==> src/rtl/time_pkg.sv <==
// Shared types and BCD helpers for the stopwatch/timer.
// Times are mm:ss held as four BCD digits.
package time_pkg;

   localparam int unsigned LAP_DEPTH_DEFAULT = 4;

   typedef struct packed {
      logic [3:0] m_tens;
      logic [3:0] m_ones;
      logic [3:0] s_tens;
      logic [3:0] s_ones;
   } bcd_time_t;

   localparam bcd_time_t BCD_ZERO = '{m_tens: 4'd0, m_ones: 4'd0, s_tens: 4'd0, s_ones: 4'd0};
   localparam bcd_time_t BCD_ONE  = '{m_tens: 4'd0, m_ones: 4'd0, s_tens: 4'd0, s_ones: 4'd1};
   localparam bcd_time_t BCD_MAX  = '{m_tens: 4'd5, m_ones: 4'd9, s_tens: 4'd5, s_ones: 4'd9};

   // One second forward; 59:59 wraps to 00:00.
   function automatic bcd_time_t bcd_inc(input bcd_time_t t);
      bcd_time_t r;
      r = t;
      if (t.s_ones != 4'd9) begin
         r.s_ones = t.s_ones + 4'd1;
      end else begin
         r.s_ones = 4'd0;
         if (t.s_tens != 4'd5) begin
            r.s_tens = t.s_tens + 4'd1;
         end else begin
            r.s_tens = 4'd0;
            if (t.m_ones != 4'd9) begin
               r.m_ones = t.m_ones + 4'd1;
            end else begin
               r.m_ones = 4'd0;
               r.m_tens = (t.m_tens != 4'd5) ? t.m_tens + 4'd1 : 4'd0;
            end
         end
      end
      return r;
   endfunction

   // One second back; callers never pass 00:00.
   function automatic bcd_time_t bcd_dec(input bcd_time_t t);
      bcd_time_t r;
      r = t;
      if (t.s_ones != 4'd0) begin
         r.s_ones = t.s_ones - 4'd1;
      end else begin
         r.s_ones = 4'd9;
         if (t.s_tens != 4'd0) begin
            r.s_tens = t.s_tens - 4'd1;
         end else begin
            r.s_tens = 4'd5;
            if (t.m_ones != 4'd0) begin
               r.m_ones = t.m_ones - 4'd1;
            end else begin
               r.m_ones = 4'd9;
               r.m_tens = t.m_tens - 4'd1;
            end
         end
      end
      return r;
   endfunction

endpackage

==> src/rtl/tick_prescaler.sv <==
// Divides clk down to a single-cycle tick every TICK_DIV cycles while running.
module tick_prescaler #(
   parameter int unsigned TICK_DIV = 10_000_000
) (
   input  logic clk,
   input  logic nrst,
   input  logic i_run,
   input  logic i_clear,
   output logic o_tick
);

   localparam int unsigned CW = (TICK_DIV > 1) ? $clog2(TICK_DIV) : 1;
   localparam logic [CW-1:0] LAST = CW'(TICK_DIV - 1);

   logic [CW-1:0] r_count;

   assign o_tick = i_run & ~i_clear & (r_count == LAST);

   // Stopping discards any partial tick so the next run starts a full period.
   always_ff @(posedge clk or negedge nrst) begin
      if (!nrst) begin
         r_count <= '0;
      end else if (i_clear || !i_run || o_tick) begin
         r_count <= '0;
      end else begin
         r_count <= r_count + 1'b1;
      end
   end

endmodule

==> src/rtl/time_keeper.sv <==
// Stopwatch / countdown timer with BCD mm:ss time and a circular lap buffer.
// Priority each cycle: clear > enable > enable_decrement > enable_increment.
module time_keeper
   import time_pkg::*;
#(
   parameter int unsigned TICK_DIV  = 10_000_000,
   parameter int unsigned LAP_DEPTH = LAP_DEPTH_DEFAULT
) (
   input  logic        clk,
   input  logic        nrst,
   input  logic        i_clear,
   input  logic        i_enable,
   input  logic        i_enable_increment,
   input  logic        i_enable_decrement,
   input  logic        i_inc_pulse,
   input  logic        i_write,
   input  logic        i_read,
   output logic [15:0] o_cur_time,
   output logic [15:0] o_lap_time,
   output logic        o_flag
);

   localparam int unsigned PW = (LAP_DEPTH > 1) ? $clog2(LAP_DEPTH) : 1;

   bcd_time_t         r_time;
   bcd_time_t         w_time_d;
   logic              r_flag;
   logic              w_flag_d;
   logic              w_run;
   logic              w_tick;
   bcd_time_t         r_mem [LAP_DEPTH];
   logic [PW-1:0]     r_wr_ptr;
   logic [PW-1:0]     r_rd_ptr;

   assign w_run = i_enable | i_enable_decrement;

   tick_prescaler #(
      .TICK_DIV (TICK_DIV)
   ) u_prescaler (
      .clk     (clk),
      .nrst    (nrst),
      .i_run   (w_run),
      .i_clear (i_clear),
      .o_tick  (w_tick)
   );

   always_comb begin
      w_time_d = r_time;
      w_flag_d = r_flag;
      if (i_clear) begin
         w_time_d = BCD_ZERO;
         w_flag_d = 1'b0;
      end else if (i_enable) begin
         if (w_tick && (r_time != BCD_MAX)) begin
            w_time_d = bcd_inc(r_time);
         end
      end else if (i_enable_decrement) begin
         // Flag fires on reaching zero, or immediately if started at zero.
         if (r_time == BCD_ZERO) begin
            w_flag_d = 1'b1;
         end else if (w_tick) begin
            w_time_d = bcd_dec(r_time);
            if (r_time == BCD_ONE) begin
               w_flag_d = 1'b1;
            end
         end
      end else if (i_enable_increment && i_inc_pulse) begin
         w_time_d = bcd_inc(r_time);
      end
   end

   always_ff @(posedge clk or negedge nrst) begin
      if (!nrst) begin
         r_time <= BCD_ZERO;
         r_flag <= 1'b0;
      end else begin
         r_time <= w_time_d;
         r_flag <= w_flag_d;
      end
   end

   // Lap buffer ignores clear; the newest entry becomes the read point on write.
   always_ff @(posedge clk or negedge nrst) begin
      if (!nrst) begin
         for (int i = 0; i < LAP_DEPTH; i++) begin
            r_mem[i] <= BCD_ZERO;
         end
         r_wr_ptr <= '0;
         r_rd_ptr <= '0;
      end else if (i_write) begin
         r_mem[r_wr_ptr] <= r_time;
         r_rd_ptr        <= r_wr_ptr;
         r_wr_ptr        <= r_wr_ptr + 1'b1;
      end else if (i_read) begin
         r_rd_ptr <= r_rd_ptr - 1'b1;
      end
   end

   assign o_cur_time = r_time;
   assign o_lap_time = r_mem[r_rd_ptr];
   assign o_flag     = r_flag;

endmodule

==> config.mk <==
export PLATFORM = sky130hd
export DESIGN_NAME = time_keeper
export DESIGN_NICKNAME = d
export VERILOG_FILES = /design/src/rtl/time_pkg.sv /design/src/rtl/tick_prescaler.sv /design/src/rtl/time_keeper.sv
export SDC_FILE = /design/constraint.sdc
export NUM_CORES = 1
export LEC_CHECK = 0
export CAP_MARGIN = 10
export CORE_MARGIN = 2
export CORE_UTILIZATION = 45
export CTS_BUF_LIST = sky130_fd_sc_hd__clkbuf_4
export CTS_CLUSTER_SIZE = 8
export DETAILED_ROUTE_END_ITERATION = 8
export MAX_ROUTING_LAYER = met4
export PLACE_DENSITY_LB_ADDON = 0.3
export SETUP_SLACK_MARGIN = 0.15
export SLEW_MARGIN = 25
export SYNTH_ARGS = -nofsm -noshare
export SYNTH_HDL_FRONTEND = slang
export SYNTH_SLANG_ARGS = --single-unit
==> constraint.sdc <==
create_clock -name clk -period 6.2 [get_ports clk]
set_clock_uncertainty 0.2 [all_clocks]
set_input_delay 0.93 -clock clk [delete_from_list [all_inputs] [get_ports clk]]
set_output_delay 0.93 -clock clk [all_outputs]
set_load 0.02 [all_outputs]
==> results.md, run 1 <==
Floorplanning:
- Once the floorplan was initialized, standard cells occupied 46.5% of the core.
- The die is 116 um tall.
- The width of the chip is 116 um.
- The number of top-level pins is 42.
- The placeable core region is 12200 um^2.
- The die outline area is 13500 um^2.
- The count of standard-cell rows is 40.

CTS:
- The number of clock sinks seen by CTS is 109.
- Post-CTS repair changed the size of 0 cells.
- The later pin in the worst-skew pair is clocked with a latency of 0.47 ns.
- The clock-pin slew of the registers on the worst-case setup and hold paths is 0.15 ns.
- The clock tree from TritonCTS is done.
- The H-tree was split into 3 levels.
- No sink is reached through more buffers than the 2 on the longest clock path.
- The post-CTS setup buffer count is 0.
- The number of hold buffers added after CTS is 0.
- The number of buffers created by CTS is 9.
- The tree is rooted in a sky130_fd_sc_hd__clkbuf_4.

Pwr:
- In this run, the clock network consumes 14.4% of the power.
- The leakage power is 0.00266 uW.
- In this run the power density over the cells is 360 nW/um^2.
- Combinational cells account for 38.6% of the total power.
- In this run the power spent charging and discharging nets is 857 uW.
- Of the total power, the share spent switching nets is 37.9%.
- The sequential share of power is 47.1%.
- Internal power comes to 1410 uW.
- The maximum VDD drop is 140 uV.

Routing:
- After detailed routing, the number of remaining DRC violations is 0.
- The wire length per cell after detailed routing is 15.9 um.
- The first detailed-routing pass took 5 iterations.
- The detailed router's first-iteration violation count is 242.
- The count of nets left with antenna violations after detail routing is 0.
- The number of vias after detailed routing is 4148.
- The detailed-route vias per instance is 5.49.
- After detailed routing, the total wire length is 12.0 mm.

Timing:
- Based on the critical path, the design can be clocked at up to 285 MHz.
- The total negative setup slack is 0 ns.
- The actual slew at the worst max-slew pin is 1.02 ns.
- Of the available clock period, the critical path in the final layout requires 56.6%.
- The final hold violation count came to 0.
- The number of pins exceeding their max-slew limit in the final report is 0.
- Setup repair after global routing left no endpoint under its margin.
- The worst path needs 3.51 ns of the cycle, external delays included.
- Headroom to the max-slew limit came out at 31.9%.
- The final setup violation count is 0.

Setup path:
- The setup path with the least slack is of type reg2out.
- The arrival time of data at the critical path endpoint is 2.38 ns.
- The slowest stage cell on the critical path is sky130_fd_sc_hd__dfrtp_1.
- The worst reg-to-reg path cell count is 8.
- The kind of end point of the critical path is an output port.
- The highest fanout seen on the critical path is 17.
- The signal on the critical path passes through mux4_2 -> clkdlybuf4s50_1.
- The endpoint required time on the critical path is 5.07 ns.
- In this design, the stage delay of the slowest critical-path cell is 0.91 ns.
- The kind of start point of the critical path is a flop.

Yosys:
- A synthesized cell averages 10.1 um^2.
- For this run, the number of Yosys warnings is 0.
- Sequential cells were found to cover 48.3% of the synthesized design area.
- The biggest area contributor in the post-synthesis netlist is sky130_fd_sc_hd__dfrtp_1.
- After synthesis the netlist holds a flip-flop and latch count of 109.
- The synthesized netlist cell count is 560.
- Yosys mapped the design onto 52 distinct sky130hd cell types.
- The number of enable flip-flop cells after synthesis is 0.
- The net count after synthesis is 588.
- The area fraction of the dominant cell type after synthesis is 48.3%.
- By area the synthesized netlist is led by sky130_fd_sc_hd__dfrtp_1, sky130_fd_sc_hd__mux4_2, sky130_fd_sc_hd__o21ai_0.
- After synthesis, the share of flip-flops with an asynchronous set or reset is 100%.
- The netlist area before placement is 5650 um^2.
- The most used flip-flop cell after synthesis is sky130_fd_sc_hd__dfrtp_1.

Layout:
- The library cell used most frequently in the layout, excluding fill and tap cells, is sky130_fd_sc_hd__dfrtp_1.
- The utilization after layout is 51.7%.
- In the layout the commonest cells are sky130_fd_sc_hd__dfrtp_1, sky130_fd_sc_hd__nand2_1, sky130_fd_sc_hd__o21ai_0.
- The final net count is 610.
- The fraction of layout cells with a size suffix above 1 is 11.6%.
- Compared with the post-synthesis result, the final layout area differs by 11.3%.
- The repair_antennas step left the layout with diodes totalling 0.
- For this run, the number of standard cells in the final layout without fillers is 755.

Flow run:
- Across the run, the number of max-cap violations was 0.

Placed design:
- The wire-length estimate of the detail-placed layout is 8.30 mm.
- The congestion estimate from routability-driven global placement came to 0.870.
- The number of buffers added on ports is 41.
- In this run, placement finished with an instance count of 738.

Worst hold path:
- In this run the worst hold path is classified as in2async.

Global routing:
- The first global-routing pass estimated 20.1 mm of wire.
- The via count of the first global-routing pass was 3994.
- The total overflow reported by the global router is 0.
- Entering global routing, the biggest net connects 69 pins.
- The number of antenna violations at the first check in global routing is 0.
- Across every metal layer, demand over resource in global routing totals 19.8%.

Run status:
- The flow ran to the end, and the final reports show no timing, DRC or antenna violations.
-- Yosys cell counts (all sizes together) (2+ instances only) --
cell and count:
nor3 10, o31ai 7, nor3b 5, or3 5, o21ba 2, ha 19, and3 6, and4 2
buf 5, or4 2, clkbuf 29, nand2 81, a311oi 2, nor4b 2, and3b 2, mux4 16
o21ai 69, nand2b 3, nand3b 2, inv 16, o41ai 3, dfrtp 109, nand3 13, nand4 10
a31oi 5, a211oi 3, xor2 15, nor4 3, nor2b 5, mux2 24, a21oi 17, xnor2 8
nor2 45
-- power groups by stage --
stage / sequential [uW] / combinational (uW) / clock (uW)
6_report: 1070 / 872 / 325
5_1_grt: 1100 / 963 / 364
4_1_cts: 1070 / 884 / 336
3_3_place_gp: 1070 / 864 / 0
3_5_place_dp: 1080 / 883 / 0
2_1_floorplan: 1020 / 616 / 0
-- sequential cells by signal, summed over array words and instances, names as in the netlist --
signal,cells
u_prescaler.r_count,24
o_flag,1
r_mem,64
r_wr_ptr,2
o_cur_time,16
r_rd_ptr,2
-- cells by family after synthesis --
group,count (synthesis),share of synthesized area [%]
compound gates,118,12.3
xor+xnor,23,3.56
fa+ha+maj,19,4.21
buf+inv,50,3.39
flops,109,48.3
mux,41,11.3
simple gates,200,17.0
-- per-stage QoR --
step	power (uW)	cell area, um^2	hold slack, ns	setup WS [ns]
after floorplan	1630	5650	0.233	3.13
after global placement	1930	6160	0.253	2.42
after detailed placement	1970	6160	0.260	2.32
after CTS	2290	6280	0.211	2.64
after global routing	2420	6290	0.216	2.58
final	2260	6290	0.212	2.69
-- cell type report --
cell class | count | area [um^2]
clock inverter | 7 | 48.8
fill | 1131 | 5870
multi-input combinational | 401 | 2730
clock buffer | 9 | 67.6
sequential | 109 | 2730
tap | 168 | 210
timing repair buffer | 45 | 442
inverter | 16 | 60.1
-- worst max-delay path: cells and delay by family (launching register included) --
family                 cells  cell delay [ns]
buffers and inverters      1             0.56
DFF                        1             0.91
muxes                      1             0.44
-- layer usage --
layer  up-vias  GRT usage, %  routed length, um
met5         -             -                  0
met4         0          5.95                140
met3        13          3.45                538
met2        97          29.7               5550
met1      2020          27.7               5810
li1       2018             -                  -
-- final timing paths --
path / start / endpoint / slack (ns)
max: r_rd_ptr[1]$_DFFE_PN0P_ / o_lap_time[14] / 2.69
min: nrst / r_rd_ptr[0]$_DFFE_PN0P_ / 0.21
max reg2reg: o_cur_time[4]$_DFFE_PN0P_ / o_cur_time[12]$_DFFE_PN0P_ / 3.24
min reg2reg: u_prescaler.r_count[0]$_DFF_PN0_ / u_prescaler.r_count[0]$_DFF_PN0_ / 0.27
max in group asynchronous: nrst / o_cur_time[7]$_DFFE_PN0P_ / 4.37
min in group clk: u_prescaler.r_count[0]$_DFF_PN0_ / u_prescaler.r_count[0]$_DFF_PN0_ / 0.27
No activity file was read; power rests on OpenSTA's default activity.
==> run 2, diff against run 1 <==
==> constraint.sdc (replaced) <==
create_clock -name clk -period 2.85 [get_ports clk]
set_clock_uncertainty 0.2 [all_clocks]
set_input_delay 0.4275 -clock clk [delete_from_list [all_inputs] [get_ports clk]]
set_output_delay 0.4275 -clock clk [all_outputs]
set_load 0.02 [all_outputs]
==> results.md, run 2 (synthesis results as in run 1) <==
Floorplanning:
- The overall die height was 116 um (unchanged).
- The number of top-level pins is 42 (unchanged).
- The die outline area is 13500 um^2 (unchanged).
- The placeable core region came to 12200 um^2 (unchanged).
- The width of the chip is 116 um (unchanged).
- The count of standard-cell rows is 40 (unchanged).
- The initial cell density of the core was 46.5% (unchanged).

Routing:
- The remaining routing DRC violations is 0 (unchanged).
- The length of the first detailed-routing pass in iterations was 5 (unchanged).
- The detailed-route vias per instance is 5.61 (+2.0%).
- The detailed-route wire length was 12.8 mm (+6.6%).
- The count of nets left with antenna violations after detail routing is 0 (unchanged).
- The wire length per cell after detailed routing was 16.4 um (+2.8%).
- The detailed router's first-iteration violation count is 258 (+6.6%).
- The number of vias after detailed routing came to 4390 (+5.8%).

Layout:
- The top cell types in the final layout, fill and taps aside, are sky130_fd_sc_hd__dfrtp_1, sky130_fd_sc_hd__nand2_1, sky130_fd_sc_hd__o21ai_0.
- The final net count was 639 (+4.8%).
- The area used by multi-input combinational logic is 2760 um^2 (+0.78%).
- The number of flip-flops under the largest register name is 64 (unchanged).
- The most common cell after layout, fill and taps aside is sky130_fd_sc_hd__dfrtp_1.
- The sequential standard cell area is 2730 um^2 (about the same).
- Compared with the post-synthesis result, the final layout area differs by 15.9%.
- The register with the most flip-flops in the final layout is r_mem.
- The fraction of layout cells with a size suffix above 1 was 16.9% (+5.3 points).
- The count of non-filler cells in the finished layout was 783 (+3.7%).
- The number of diodes is 0 (unchanged).
- The count of fill cells added during filler insertion is 1056 (-6.6%).

Flow run:
- The max capacitance violation total came to 0 (unchanged).

Timing:
- The actual slew at the worst max-slew pin is 0.572 ns (-0.446 ns).
- The total negative setup slack is 0 ns (unchanged).
- Setup repair after global routing left no endpoint under its margin.
- The final hold violation count was 0 (unchanged).
- The number of pins exceeding their max-slew limit in the final report is 0 (unchanged).
- The headroom to the max-slew limit is 61.9% (+30 points).
- The final setup violation count is 0 (unchanged).
- The achievable frequency is 384 MHz.
- The final worst-path cycle share is 91.3%.
- The routed design could run at a clock period as short as 2.60 ns.

Setup path:
- The kind of end point of the critical path is an output port.
- The type of the worst setup path is reg2out.
- The reg2reg setup slack is 0.28 ns (-2.96 ns).
- The startpoint identified for the worst register-to-register timing path is o_cur_time[12]$_DFFE_PN0P_.
- The endpoint identified for the worst register-to-register timing path is o_cur_time[11]$_DFFE_PN0P_.
- The arrival time of data at the critical path endpoint is 1.98 ns (-0.40 ns).
- The endpoint required time on the critical path is 2.22 ns (-2.85 ns).
- The highest fanout seen on the critical path is 18 (+1).
- The kind of start point of the critical path is a flop.
- The worst reg-to-reg path cell count is 7 (-1).

CTS:
- The clock root buffer is sky130_fd_sc_hd__clkbuf_4.
- The clock latency of the later-clocked register in the worst-skew pair was 0.47 ns (about the same).
- The largest buffer count on any clock path is 2 (unchanged).
- The clock tree from TritonCTS is done.
- The number of clock sinks seen by CTS is 109 (unchanged).
- The number of buffers created by CTS is 9 (unchanged).
- The clock-pin slew of the registers on the worst-case setup and hold paths was 0.15 ns (about the same).
- The level count of the clock H-tree is 3 (unchanged).

Pwr:
- The power density over the cells is 776 nW/um^2 (+120%).
- The leakage power is 0.00287 uW (+8.0%).
- The maximum VDD drop is 355 uV (+150%).

Worst hold path:
- The class of the tightest hold or removal check is reg2reg.
- Counting instances, the worst hold path has a depth of 1.
- The worst hold path begins at u_prescaler.r_count[0]$_DFF_PN0_.
- The destination of the worst hold path is u_prescaler.r_count[0]$_DFF_PN0_.

Global routing:
- The total overflow reported by the global router came to 0 (unchanged).
- The largest net degree at the start of global routing is 48 (-30%).
- The overall routing resource usage was 21.4% (+1.6 points).
- The number of antenna violations at the first check in global routing is 0 (unchanged).
- The via count of the first global-routing pass is 4301 (+7.7%).
- The global-route wire length before repair came to 21.5 mm (+7.3%).

Placed design:
- The placed cell count came to 763 (+3.4%).
- The number of buffers added on ports was 41 (unchanged).
- The placed wire-length estimate came to 9.02 mm (+8.7%).
- The final RePlAce weighted congestion is 0.888 (+2.1%).

Run status:
- The flow ran to the end, and the final reports show no timing, DRC or antenna violations.
run 2: changes by cell type in the layout (fill, tap and decap cells not counted), sizes merged:
| cell | delta |
|---|---|
| buf | +28 |
| inv | -2 |
| dlygate4sd3 | +1 |
| clkdlybuf4s50 | -16 |
| bufinv | +1 |
| clkinv | -2 |
| dlygate4sd2 | +16 |
| clkinvlp | +2 |
run 2: stage by stage:
step / util (%) / hold slack [ns] / setup WS (ns) / instance area [um^2] / power, uW
finish: 53.9 / 0.278 / 0.247 / 6550 / 5080
global route: 53.9 / 0.298 / 0.145 / 6550 / 5440
CTS: 53.5 / 0.272 / 0.189 / 6500 / 5110
detailed placement: 52.4 / 0.259 / 0.168 / 6370 / 4430
global placement: 52.4 / 0.246 / 0.201 / 6370 / 4340
floorplan: - / -0.0681 / 0.176 / 5650 / 3550
run 2: layout make-up:
cell class	count	share of cell area (%)
multi-input cells	401	42.0
flip-flops and latches	109	41.7
repair buffers	74	10.1
well taps	168	3.21
clock buffers	9	1.03
clock inverters	6	0.974
inverters	16	0.974
run 2: metal layers:
metal	wire length (um)	global-route usage, %
met5	0	-
met4	193	6.59
met3	667	3.56
met2	6140	33.4
met1	5830	28.9
run 2: critical path: stages, from the launching register on:
cell and delay (ns):
sky130_fd_sc_hd__dfrtp_1 0.40, sky130_fd_sc_hd__buf_12 0.20, sky130_fd_sc_hd__mux4_2 0.56, sky130_fd_sc_hd__dlygate4sd2_1 0.35
run 2: worst max-delay path by stage:
stage,to,start,depth (start not counted),slack [ns]
finish,o_lap_time[1],r_rd_ptr[0]$_DFFE_PN0P_,3,0.25
global route,o_cur_time[6]$_DFFE_PN0P_,o_cur_time[12]$_DFFE_PN0P_,9,0.15
CTS,o_cur_time[14]$_DFFE_PN0P_,o_cur_time[1]$_DFFE_PN0P_,8,0.19
detailed placement,o_cur_time[11]$_DFFE_PN0P_,o_cur_time[9]$_DFFE_PN0P_,7,0.17
global placement,o_cur_time[11]$_DFFE_PN0P_,o_cur_time[8]$_DFFE_PN0P_,7,0.20
floorplan,o_cur_time[12]$_DFFE_PN0P_,o_cur_time[1]$_DFFE_PN0P_,10,0.18
run 2: repair_timing:
action | CTS | global route
pin swaps | 0 | 1
buffers inserted | 0 | 4
resized for setup | 18 | 11
hold buffers | 1 | 0
endpoints found under the hold margin | 42 | 0
endpoints found under the setup margin | 18 | 13
run 2: report_power, final:
group	switching [uW]	internal [uW]	total (uW)
registers	252	1950	2210
clock network	504	263	768
logic	1160	955	2110
total	1910	3170	5080
==> run 3, diff against run 2 <==
--- a/config.mk
+++ b/config.mk
@@ -14,6 +14,7 @@
 export MAX_ROUTING_LAYER = met4
 export PLACE_DENSITY_LB_ADDON = 0.3
 export SETUP_SLACK_MARGIN = 0.15
+export SKIP_LAST_GASP = 1
 export SLEW_MARGIN = 25
 export SYNTH_ARGS = -nofsm -noshare
 export SYNTH_HDL_FRONTEND = slang
==> results of run 3 <==
No change in the layout: final DEF, timing and power equal those of run 2.
